**src/rtl/clk_meas_pkg.sv**
```systemverilog
// -----------------------------------------------------------------------------
// clk_meas_pkg
// Shared definitions for the clock period meter: the measurement FSM state
// enumeration and the default counter width / timeout constants used as
// parameter defaults by clk_period_meter.
// -----------------------------------------------------------------------------
package clk_meas_pkg;

   // Default width of the measurement counter and of the published results
   localparam int CNT_W_DEF   = 16;

   // Default number of clk_in cycles without a rising edge before timeout
   localparam int TIMEOUT_DEF = 65535;

   // Measurement FSM states
   typedef enum logic [1:0] {
      ST_IDLE = 2'd0,
      ST_ARM  = 2'd1,
      ST_HIGH = 2'd2,
      ST_LOW  = 2'd3
   } meas_state_t;

endpackage

```
**src/rtl/sync_edge.sv**
```systemverilog
// -----------------------------------------------------------------------------
// sync_edge
// Brings the asynchronous square wave into the clk_in domain through a 2-flop
// synchronizer and detects its edges with one further history flop. The
// rise/fall pulses are combinational from the last two flops, so the FSM that
// samples them acts on the third clk_in edge after sig_in changes.
//
// Ports:
//   clk_in  - sole clock, rising edge
//   rst_n   - asynchronous active-low reset, clears all three flops
//   sig_in  - asynchronous input signal
//   rise    - one-cycle pulse, synchronized sig_in went 0 -> 1
//   fall    - one-cycle pulse, synchronized sig_in went 1 -> 0
// -----------------------------------------------------------------------------
module sync_edge (
   input  logic clk_in,
   input  logic rst_n,
   input  logic sig_in,
   output logic rise,
   output logic fall
);

   logic sync_1;
   logic sync_2;
   logic sync_prev;

   // Two metastability flops followed by one flop holding the previous
   // synchronized level for edge comparison
   always_ff @(posedge clk_in or negedge rst_n) begin
      if (!rst_n) begin
         sync_1    <= 1'b0;
         sync_2    <= 1'b0;
         sync_prev <= 1'b0;
      end else begin
         sync_1    <= sig_in;
         sync_2    <= sync_1;
         sync_prev <= sync_2;
      end
   end

   assign rise = sync_2 & ~sync_prev;
   assign fall = ~sync_2 & sync_prev;

endmodule

```
**src/rtl/clk_period_meter.sv**
```systemverilog
// -----------------------------------------------------------------------------
// clk_period_meter
// Measures the period (rise to rise) and the high phase (rise to fall) of an
// asynchronous square wave, in clk_in cycles. Results update together with a
// one-cycle valid pulse; a sticky timeout flag reports a missing rising edge.
//
// Optional feature macro: CLK_PERIOD_METER_DUTY_EN
//   defined   - high phase is latched and published on high_time
//   undefined - no high-phase latch, high_time is constant 0
//
// Parameters:
//   CNT_W    - width of the counter and of period/high_time
//   TIMEOUT  - clk_in cycles without a rising edge before timeout (2..2^CNT_W-1)
//
// Ports:
//   clk_in    - sole clock, rising edge
//   rst_n     - asynchronous active-low reset
//   en        - measurement enable, synchronous to clk_in
//   sig_in    - measured square wave, asynchronous
//   period    - last measured period
//   high_time - last measured high phase
//   valid     - one-cycle pulse when period/high_time update
//   timeout   - sticky, set when TIMEOUT cycles pass with no rising edge
// -----------------------------------------------------------------------------
module clk_period_meter
   import clk_meas_pkg::*;
#(
   parameter int CNT_W   = CNT_W_DEF,
   parameter int TIMEOUT = TIMEOUT_DEF
) (
   input  logic             clk_in,
   input  logic             rst_n,
   input  logic             en,
   input  logic             sig_in,
   output logic [CNT_W-1:0] period,
   output logic [CNT_W-1:0] high_time,
   output logic             valid,
   output logic             timeout
);

   localparam logic [CNT_W-1:0] CNT_MAX = '1;
   localparam logic [CNT_W-1:0] TO_VAL  = CNT_W'(TIMEOUT);
   localparam logic [CNT_W-1:0] CNT_ONE = CNT_W'(1);

   meas_state_t      state;
   meas_state_t      state_nxt;
   logic [CNT_W-1:0] cnt;
   logic [CNT_W-1:0] cnt_nxt;
   logic [CNT_W-1:0] cnt_inc;
   logic             rise;
   logic             fall;
   logic             publish;
   logic             set_timeout;
   logic             clr_timeout;
`ifdef CLK_PERIOD_METER_DUTY_EN
   logic             latch_high;
   logic             missed_fall;
   logic [CNT_W-1:0] high_lat;
`endif

   sync_edge u_sync_edge (
      .clk_in (clk_in),
      .rst_n  (rst_n),
      .sig_in (sig_in),
      .rise   (rise),
      .fall   (fall)
   );

   // Saturating increment so a stuck counter never wraps to a small value
   assign cnt_inc = (cnt == CNT_MAX) ? cnt : cnt + CNT_ONE;

   // Next-state logic. Disable has priority over everything, then a rising
   // edge, then timeout, then a falling edge. The counter is loaded to 1 on
   // the rise cycle so that its value on the next rise equals the number of
   // cycles between the two rises.
   always_comb begin
      state_nxt   = state;
      cnt_nxt     = cnt;
      publish     = 1'b0;
      set_timeout = 1'b0;
      clr_timeout = 1'b0;
`ifdef CLK_PERIOD_METER_DUTY_EN
      latch_high  = 1'b0;
      missed_fall = 1'b0;
`endif
      if (!en) begin
         state_nxt   = ST_IDLE;
         cnt_nxt     = '0;
         clr_timeout = 1'b1;
      end else begin
         unique case (state)
            ST_IDLE: begin
               state_nxt = ST_ARM;
               cnt_nxt   = '0;
            end
            ST_ARM: begin
               if (rise) begin
                  state_nxt = ST_HIGH;
                  cnt_nxt   = CNT_ONE;
               end else if (cnt == TO_VAL) begin
                  set_timeout = 1'b1;
                  cnt_nxt     = '0;
               end else begin
                  cnt_nxt = cnt_inc;
               end
            end
            ST_HIGH: begin
               if (rise) begin
                  // Fall was never seen: whole period counts as high
                  publish = 1'b1;
                  cnt_nxt = CNT_ONE;
`ifdef CLK_PERIOD_METER_DUTY_EN
                  missed_fall = 1'b1;
`endif
               end else if (cnt == TO_VAL) begin
                  set_timeout = 1'b1;
                  state_nxt   = ST_ARM;
                  cnt_nxt     = '0;
               end else begin
                  cnt_nxt = cnt_inc;
                  if (fall) begin
                     state_nxt = ST_LOW;
`ifdef CLK_PERIOD_METER_DUTY_EN
                     latch_high = 1'b1;
`endif
                  end
               end
            end
            ST_LOW: begin
               if (rise) begin
                  publish   = 1'b1;
                  state_nxt = ST_HIGH;
                  cnt_nxt   = CNT_ONE;
               end else if (cnt == TO_VAL) begin
                  set_timeout = 1'b1;
                  state_nxt   = ST_ARM;
                  cnt_nxt     = '0;
               end else begin
                  cnt_nxt = cnt_inc;
               end
            end
            default: begin
               state_nxt = ST_IDLE;
               cnt_nxt   = '0;
            end
         endcase
      end
   end

   // State, counter and published results. Timeout set wins over clear
   // because both cannot happen in one cycle anyway (set needs en=1 and no
   // rise, clear needs a publish or en=0).
   always_ff @(posedge clk_in or negedge rst_n) begin
      if (!rst_n) begin
         state   <= ST_IDLE;
         cnt     <= '0;
         period  <= '0;
         valid   <= 1'b0;
         timeout <= 1'b0;
      end else begin
         state <= state_nxt;
         cnt   <= cnt_nxt;
         valid <= publish;
         if (publish) begin
            period <= cnt;
         end
         if (set_timeout) begin
            timeout <= 1'b1;
         end else if (publish || clr_timeout) begin
            timeout <= 1'b0;
         end
      end
   end

`ifdef CLK_PERIOD_METER_DUTY_EN
   // High phase is latched on the fall and published on the following rise;
   // a rise with no fall in between publishes the full count as high time.
   always_ff @(posedge clk_in or negedge rst_n) begin
      if (!rst_n) begin
         high_lat  <= '0;
         high_time <= '0;
      end else begin
         if (latch_high) begin
            high_lat <= cnt;
         end
         if (publish) begin
            high_time <= missed_fall ? cnt : high_lat;
         end
      end
   end
`else
   assign high_time = '0;
`endif

endmodule

```
**config.mk**
```make
export PLATFORM = sky130hd
export DESIGN_NAME = clk_period_meter
export DESIGN_NICKNAME = d
export VERILOG_FILES = /design/src/rtl/clk_meas_pkg.sv /design/src/rtl/sync_edge.sv /design/src/rtl/clk_period_meter.sv
export SDC_FILE = /design/constraint.sdc
export NUM_CORES = 1
export LEC_CHECK = 0
export CORE_MARGIN = 3
export CORE_UTILIZATION = 54
export DETAILED_ROUTE_END_ITERATION = 7
export PLACE_DENSITY = 0.84
export SKIP_CTS_REPAIR_TIMING = 1
export SYNTH_ARGS = -nofsm -noshare
export SYNTH_HDL_FRONTEND = slang
export SYNTH_SLANG_ARGS = --single-unit
```
**constraint.sdc**
```tcl
create_clock -name clk_in -period 3.9 [get_ports clk_in]
set_input_delay 0.975 -clock clk_in [delete_from_list [all_inputs] [get_ports clk_in]]
set_output_delay 0.975 -clock clk_in [all_outputs]
set_load 0.01 [all_outputs]
```
==> metrics.md, run 1 <==
| Metric | Value |
|---|---|
| CP max FO | 20 |
| First-pass GRT wire length | 4980 µm |
| Unrepaired setup endpoints after global routing | no |
| CP Cell Sequence | clkdlybuf4s50_1, nand3_1, mux2_2 |
| Die Ht | between 60 and 70 µm |
| Io pins | 38 |
| Clk_skew | around 19 ps |
| WL/cell | 13.2 µm |
| Worst path bufs/invs | 1 |
| Netlist cell types | 31 |
| Slowest cell on the critical path | nand3_1 |
| Sequential Power Share | about 57% |
| Routed vias/inst | approximately 5.0 |
| Vias in the first global route | between 1000 and 1500 |
| Fin. max-slew vios | 0 |
| Peak supply drop | between 0.2 and 0.3 mV |
| Yosys warns | 0 |
| Register area share after synthesis | 54.3% |
| Nets | between 150 and 200 |
| Routed via count | around 1100 |
| Setup crit end kind | flop |
| Antenna-violating nets left | 0 |
| Worst-Margin Slew | between 900 and 1000 ps |
| Grt total ovfl | 0 |
| CTS tree | done |
| Family with the most delay on the worst path | simple AND/OR/NAND/NOR gates |
| Most common cell after layout, fill and taps aside | dfrtp_1 |
| Largest net degree at the start of global routing | 40 |
| Mean area per synthesized cell | approximately 11 µm² |
| Asr flop ratio synth | 100% |
| Cell Area, Synth | ~1800 µm² |
| Setup violators final | 0 |
| Internal power | 0.572 mW |
| Later-pin clock latency in the skew report | 360 ps |
| Power Density | approximately 360 nW/µm² |
| Setup TNS | 0 ps |
| Most frequent cells in the layout | 39 x dfrtp_1, 20 x clkdlybuf4s50_1, 19 x nor2_1, 16 x conb_1 |
| Final hold viol count | 0 |
| ANT cells | 0 |
| Critical Path RT | slightly above 4000 ps |
| PortBufs | 21 |
| Worst stage delay on the critical path | 640 ps |
| Die Wd | around 64 µm |
| Initial DRC Count | 34 |
| Routed WL | 2980 µm |
| Outcome | complete, no violations |
| Critical path class | primary input to flop |
| Critical path launch point type | primary input |
| Final min period | ~2500 ps |
| Worst Hold Class | flop to flop |
| First drt pass iteration count | 4 |
| Layout cells sized above 1 | between 10% and 20% |
| Comb pwr share | under 10% |
| Row cnt | 20 |
| Post-synth EDFFs | 0 |
| Initial antenna violation count | 0 |
| Worst-path clk slew | 90 ps |
| CTS H-tree depth | 2 |
| Die area | between 4000 and 5000 µm² |
| RePlAce Congestion | between 0.8 and 0.9 |
| # fillers | around 260 |
| CTS Sinks | 39 |
| Syn Inst Count | between 150 and 200 |
| Post-Layout Cell Count | between 200 and 250 |
| Area Overhead vs Synth | 13.8% |
| Design area | 2050 µm² |
| Max_slew headroom | between 30 and 40% |
| FMAX | 407 MHz |
| DP Cell Count | roughly 220 |
| DP HPWL | 2130 µm |
| Max Cap Viol | 0 |
| Most used DFF post-synth | dfrtp_1 |
| Clock Root Buffer | clkbuf_4 |
| Crit share post-route | a little over three fifths |
| Clock Power Share | 38.5% |
| Clock buffer count from CTS | 5 |
| Net switching power | around 0.16 mW |
| Placed Instance Area | 1960 µm² |
| DRC | 0 |
| Place WS | approximately 1100 ps |
| Global Route Usage Sum | 16.3% |
| Flops & latches, synth | 39 |
| WP data arrival | between 2000 and 3000 ps |
| Worst setup margin | between 1000 and 1500 ps |
| CTS max path bufs | 2 |
| Core footprint | 3100 µm² |
| Switch share | a little over a fifth |
| LEAKAGE | just over 0.9 nW |
| Initial Util | roughly 58% |
## registers in the layout (all words and copies together) (netlist names)
name,flops
valid,1
u_sync_edge.sync_prev,1
u_sync_edge.sync_2,1
state,2
cnt,16
period,16
timeout,1
u_sync_edge.sync_1,1
## path summary, 6_finish.rpt
path,startpoint,end,slack (ps),depth (start not counted)
min in group asynchronous,rst_n,period[3],730,1
max in group asynchronous,rst_n,period[13],2560,1
worst max-delay path,en,period[14],1440,3
worst max register to register,cnt[0],cnt[11],1890,5
worst min register to register,u_sync_edge.sync_1,u_sync_edge.sync_2,360,0
worst min-delay path,u_sync_edge.sync_1,u_sync_edge.sync_2,360,0
## layout make-up
type                    count  area [µm²]  area share [%]
flip-flops and latches     39         976            47.7
multi-input cells         106         697            34.1
repair buffers             21         205            10.0
well taps                  44        55.1            2.69
clock buffers               6        51.3            2.51
clock inverters             2        35.0            1.71
inverters                   7        26.3            1.28
## power by group through the flow
stage,registers [mW],clock network (mW),logic [mW]
global route,0.416,0.303,0.0406
CTS,0.415,0.288,0.0362
detailed placement,0.422,0,0.0362
finish,0.415,0.282,0.0358
floorplan,0.422,0,0.0340
global placement,0.422,0,0.0345
## layer usage
layer | vias up | track usage, % | routed length [µm]
met2 | 27 | 28.0 | 1570
li1 | 536 | - | -
met4 | 0 | 9.70 | 86
met3 | 9 | 3.92 | 113
met5 | - | 0 | 0
met1 | 555 | 18.1 | 1210
## cells in the mapped netlist, types with 2 or more instances
cell type  instances  area [µm²]
nor4_1             3        18.8
nor2b_1            3        18.8
nand3_1            5        25.0
inv_1              7        26.3
nand4_4            2        42.5
buf_4             16         120
o21ai_0            7        35.0
nor2_1            19        71.3
dfrtp_1           39         976
nand2_1            7        26.3
mux2_2            13         146
nand4_1            2        12.5
xnor2_1           13         114
nor3_1             4        20.0
## cells by family (layout without fill, tap and decap cells)
logic type                 after synthesis  in the layout  share of synthesized area [%]
xor gates and xnor gates                14             14                           6.82
buffers and inverters                   27             36                           10.1
AOI/OAI and AO/OA                       12             12                           3.90
adders and majority gates                1              1                          0.696
DFF                                     39             39                           54.3
other                                    1             16                          0.209
and+or+nand+nor                         50             50                           15.9
muxes                                   13             13                           8.14
## worst register-to-register path, cell delays in order, from the launching register on
cell,delay [ps]
dfrtp_1,430
ha_1,220
nand3_2,200
nor4_4,420
or3_1,490
nor2_1,120
## metrics by stage
step                utilization [%]  hold slack, ps  power (mW)
floorplan                         -             331       0.456
global placement               63.1             335       0.457
detailed placement             63.1             338       0.459
CTS                            65.9             361       0.739
global route                   65.9             364       0.759
finish                         65.9             359       0.732
(Power assumes the default switching activity.)
==> run 2, diff against run 1 <==
CORE_UTILIZATION = 50   (was 54)
PLACE_DENSITY = 0.79   (was 0.84)
clock period = 2.37 ns   (was 3.9 ns; I/O delays follow)
==> metrics.md, run 2 (synthesis results as in run 1) <==
| Metric | Value |
|---|---|
| Worst setup margin | 386 ps (-1060 ps) |
| DP HPWL | 2090 µm (-1.9%) |
| Die area | 4350 µm² (+7.2%) |
| Flop2flop setup slack | 390 ps (-1500 ps) |
| Vias in the first global route | 1157 (+2.8%) |
| Clock buffer count from CTS | 5 (unchanged) |
| Max Cap Viol | 0 (unchanged) |
| Final hold viol count | 0 (unchanged) |
| Initial Util | 53.0% (-4.9 points) |
| Most common cell after layout, fill and taps aside | dfrtp_1 |
| Routed vias/inst | 4.94 (-1.3%) |
| DP Cell Count | 220 (+1.4%) |
| LEAKAGE | 0.909 nW (-2.2%) |
| Worst R2R Start | cnt[0] |
| Row cnt | 21 (+5.0%) |
| Later-pin clock latency in the skew report | 340 ps (-20 ps) |
| Peak supply drop | 0.362 mV (+41%) |
| Initial antenna violation count | 0 (unchanged) |
| Reg2reg path depth | 5 (unchanged) |
| Nets | 186 (+0.54%) |
| Place WS | 219 ps (-855 ps) |
| First drt pass iteration count | 4 (unchanged) |
| Global Route Usage Sum | 16.0% (-0.27 points) |
| Max_slew headroom | 44.4% (+7.1 points) |
| Setup TNS | 0 ps (unchanged) |
| WP data arrival | 2180 ps (-510 ps) |
| Clock Root Buffer | clkbuf_4 |
| Critical path launch point type | flop |
| Setup crit end kind | flop |
| Power Density | 514 nW/µm² (+44%) |
| Worst-Margin Slew | 835 ps (-107 ps) |
| Post-Layout Cell Count | 226 (+0.44%) |
| CTS tree | done |
| Worst reg2reg endpoint | cnt[12] |
| Outcome | complete, no violations |
| Die Ht | 66.0 µm (+3.6%) |
| PortBufs | 21 (unchanged) |
| CP max FO | 15 (-25%) |
| Routed via count | 1117 (-0.89%) |
| Final min period | slightly below 2000 ps |
| WL/cell | 12.8 µm (-3.1%) |
| Critical path class | flop to flop |
| Die Wd | 66.0 µm (+3.6%) |
| First-pass GRT wire length | 5190 µm (+4.2%) |
| Area Overhead vs Synth | 11.8% |
| Largest regs | cnt (16), period (16), state (2) |
| RePlAce Congestion | 0.825 (+2.4%) |
| ANT cells | 0 (unchanged) |
| Tot Pwr | 1.03 mW (+41%) |
| FMAX | 504 MHz |
| Antenna-violating nets left | 0 (unchanged) |
| CTS max path bufs | 2 (unchanged) |
| Routed WL | 2900 µm (-2.7%) |
| Io pins | 38 (unchanged) |
| CTS H-tree depth | 2 (unchanged) |
| Design area | 2010 µm² (-1.7%) |
| Layout Utilization | 59.3% (-6.6 points) |
| Setup violators final | 0 (unchanged) |
| Crit share post-route | between 80% and 90% |
| Worst Hold Class | primary input to async pin |
| Placed Instance Area | 1970 µm² (+0.51%) |
| Largest net degree at the start of global routing | 40 (unchanged) |
| Grt total ovfl | 0 (unchanged) |
| Hold WS | 342 ps (-17.0 ps) |
| Layout cells sized above 1 | 13.3% (-1.0 points) |
| Most frequent cells in the layout | 39 x dfrtp_1, 20 x clkdlybuf4s50_1, 19 x nor2_1, 16 x conb_1 |
| Unrepaired setup endpoints after global routing | no |
| CTS Sinks | 39 (unchanged) |
| Worst-path clk slew | 100 ps (about the same) |
| Fin. max-slew vios | 0 (unchanged) |
| Clk_skew | 13.1 ps (-5.86 ps) |
| Core footprint | 3390 µm² (+9.2%) |
| Initial DRC Count | 35 (+2.9%) |
| DRC | 0 (unchanged) |
| Critical Path RT | 2570 ps (-1560 ps) |
run 2: worst max-delay path by stage:
stage,start,to,cells after the start
6_report,cnt[0],cnt[12],5
5_1_grt,cnt[0],cnt[9],5
2_1_floorplan,cnt[0],cnt[14],7
3_5_place_dp,en,cnt[8],4
3_3_place_gp,en,cnt[3],4
4_1_cts,cnt[0],cnt[12],5
run 2: area by class of cell:
| cell class | instances | area (µm²) |
|---|---|---|
| fillers | 262 | 1380 |
| repair buffers | 22 | 213 |
| clock buffers | 6 | 41.3 |
| well taps | 46 | 57.6 |
| inverters | 7 | 26.3 |
| multi-input cells | 106 | 697 |
| flip-flops and latches | 39 | 976 |
run 2: critical path: stages, from the launching register on:
cell     delay (ps)
dfrtp_1         430
ha_1            230
nand3_2         210
nor4_4          400
or3_1           460
nor2_1          110
run 2: power by group:
group	internal [mW]	switching [mW]	total, mW
registers	0.675	0.00812	0.683
clock network	0.105	0.187	0.292
logic	0.0182	0.0406	0.0588
run 2: per-layer routing:
metal	share of wire, %	up-vias	track usage, %
li1	-	536	-
met5	0	-	0
met2	51	24	26.5
met4	1.6	0	6.35
met3	4.5	5	5.95
met1	43	552	18.8
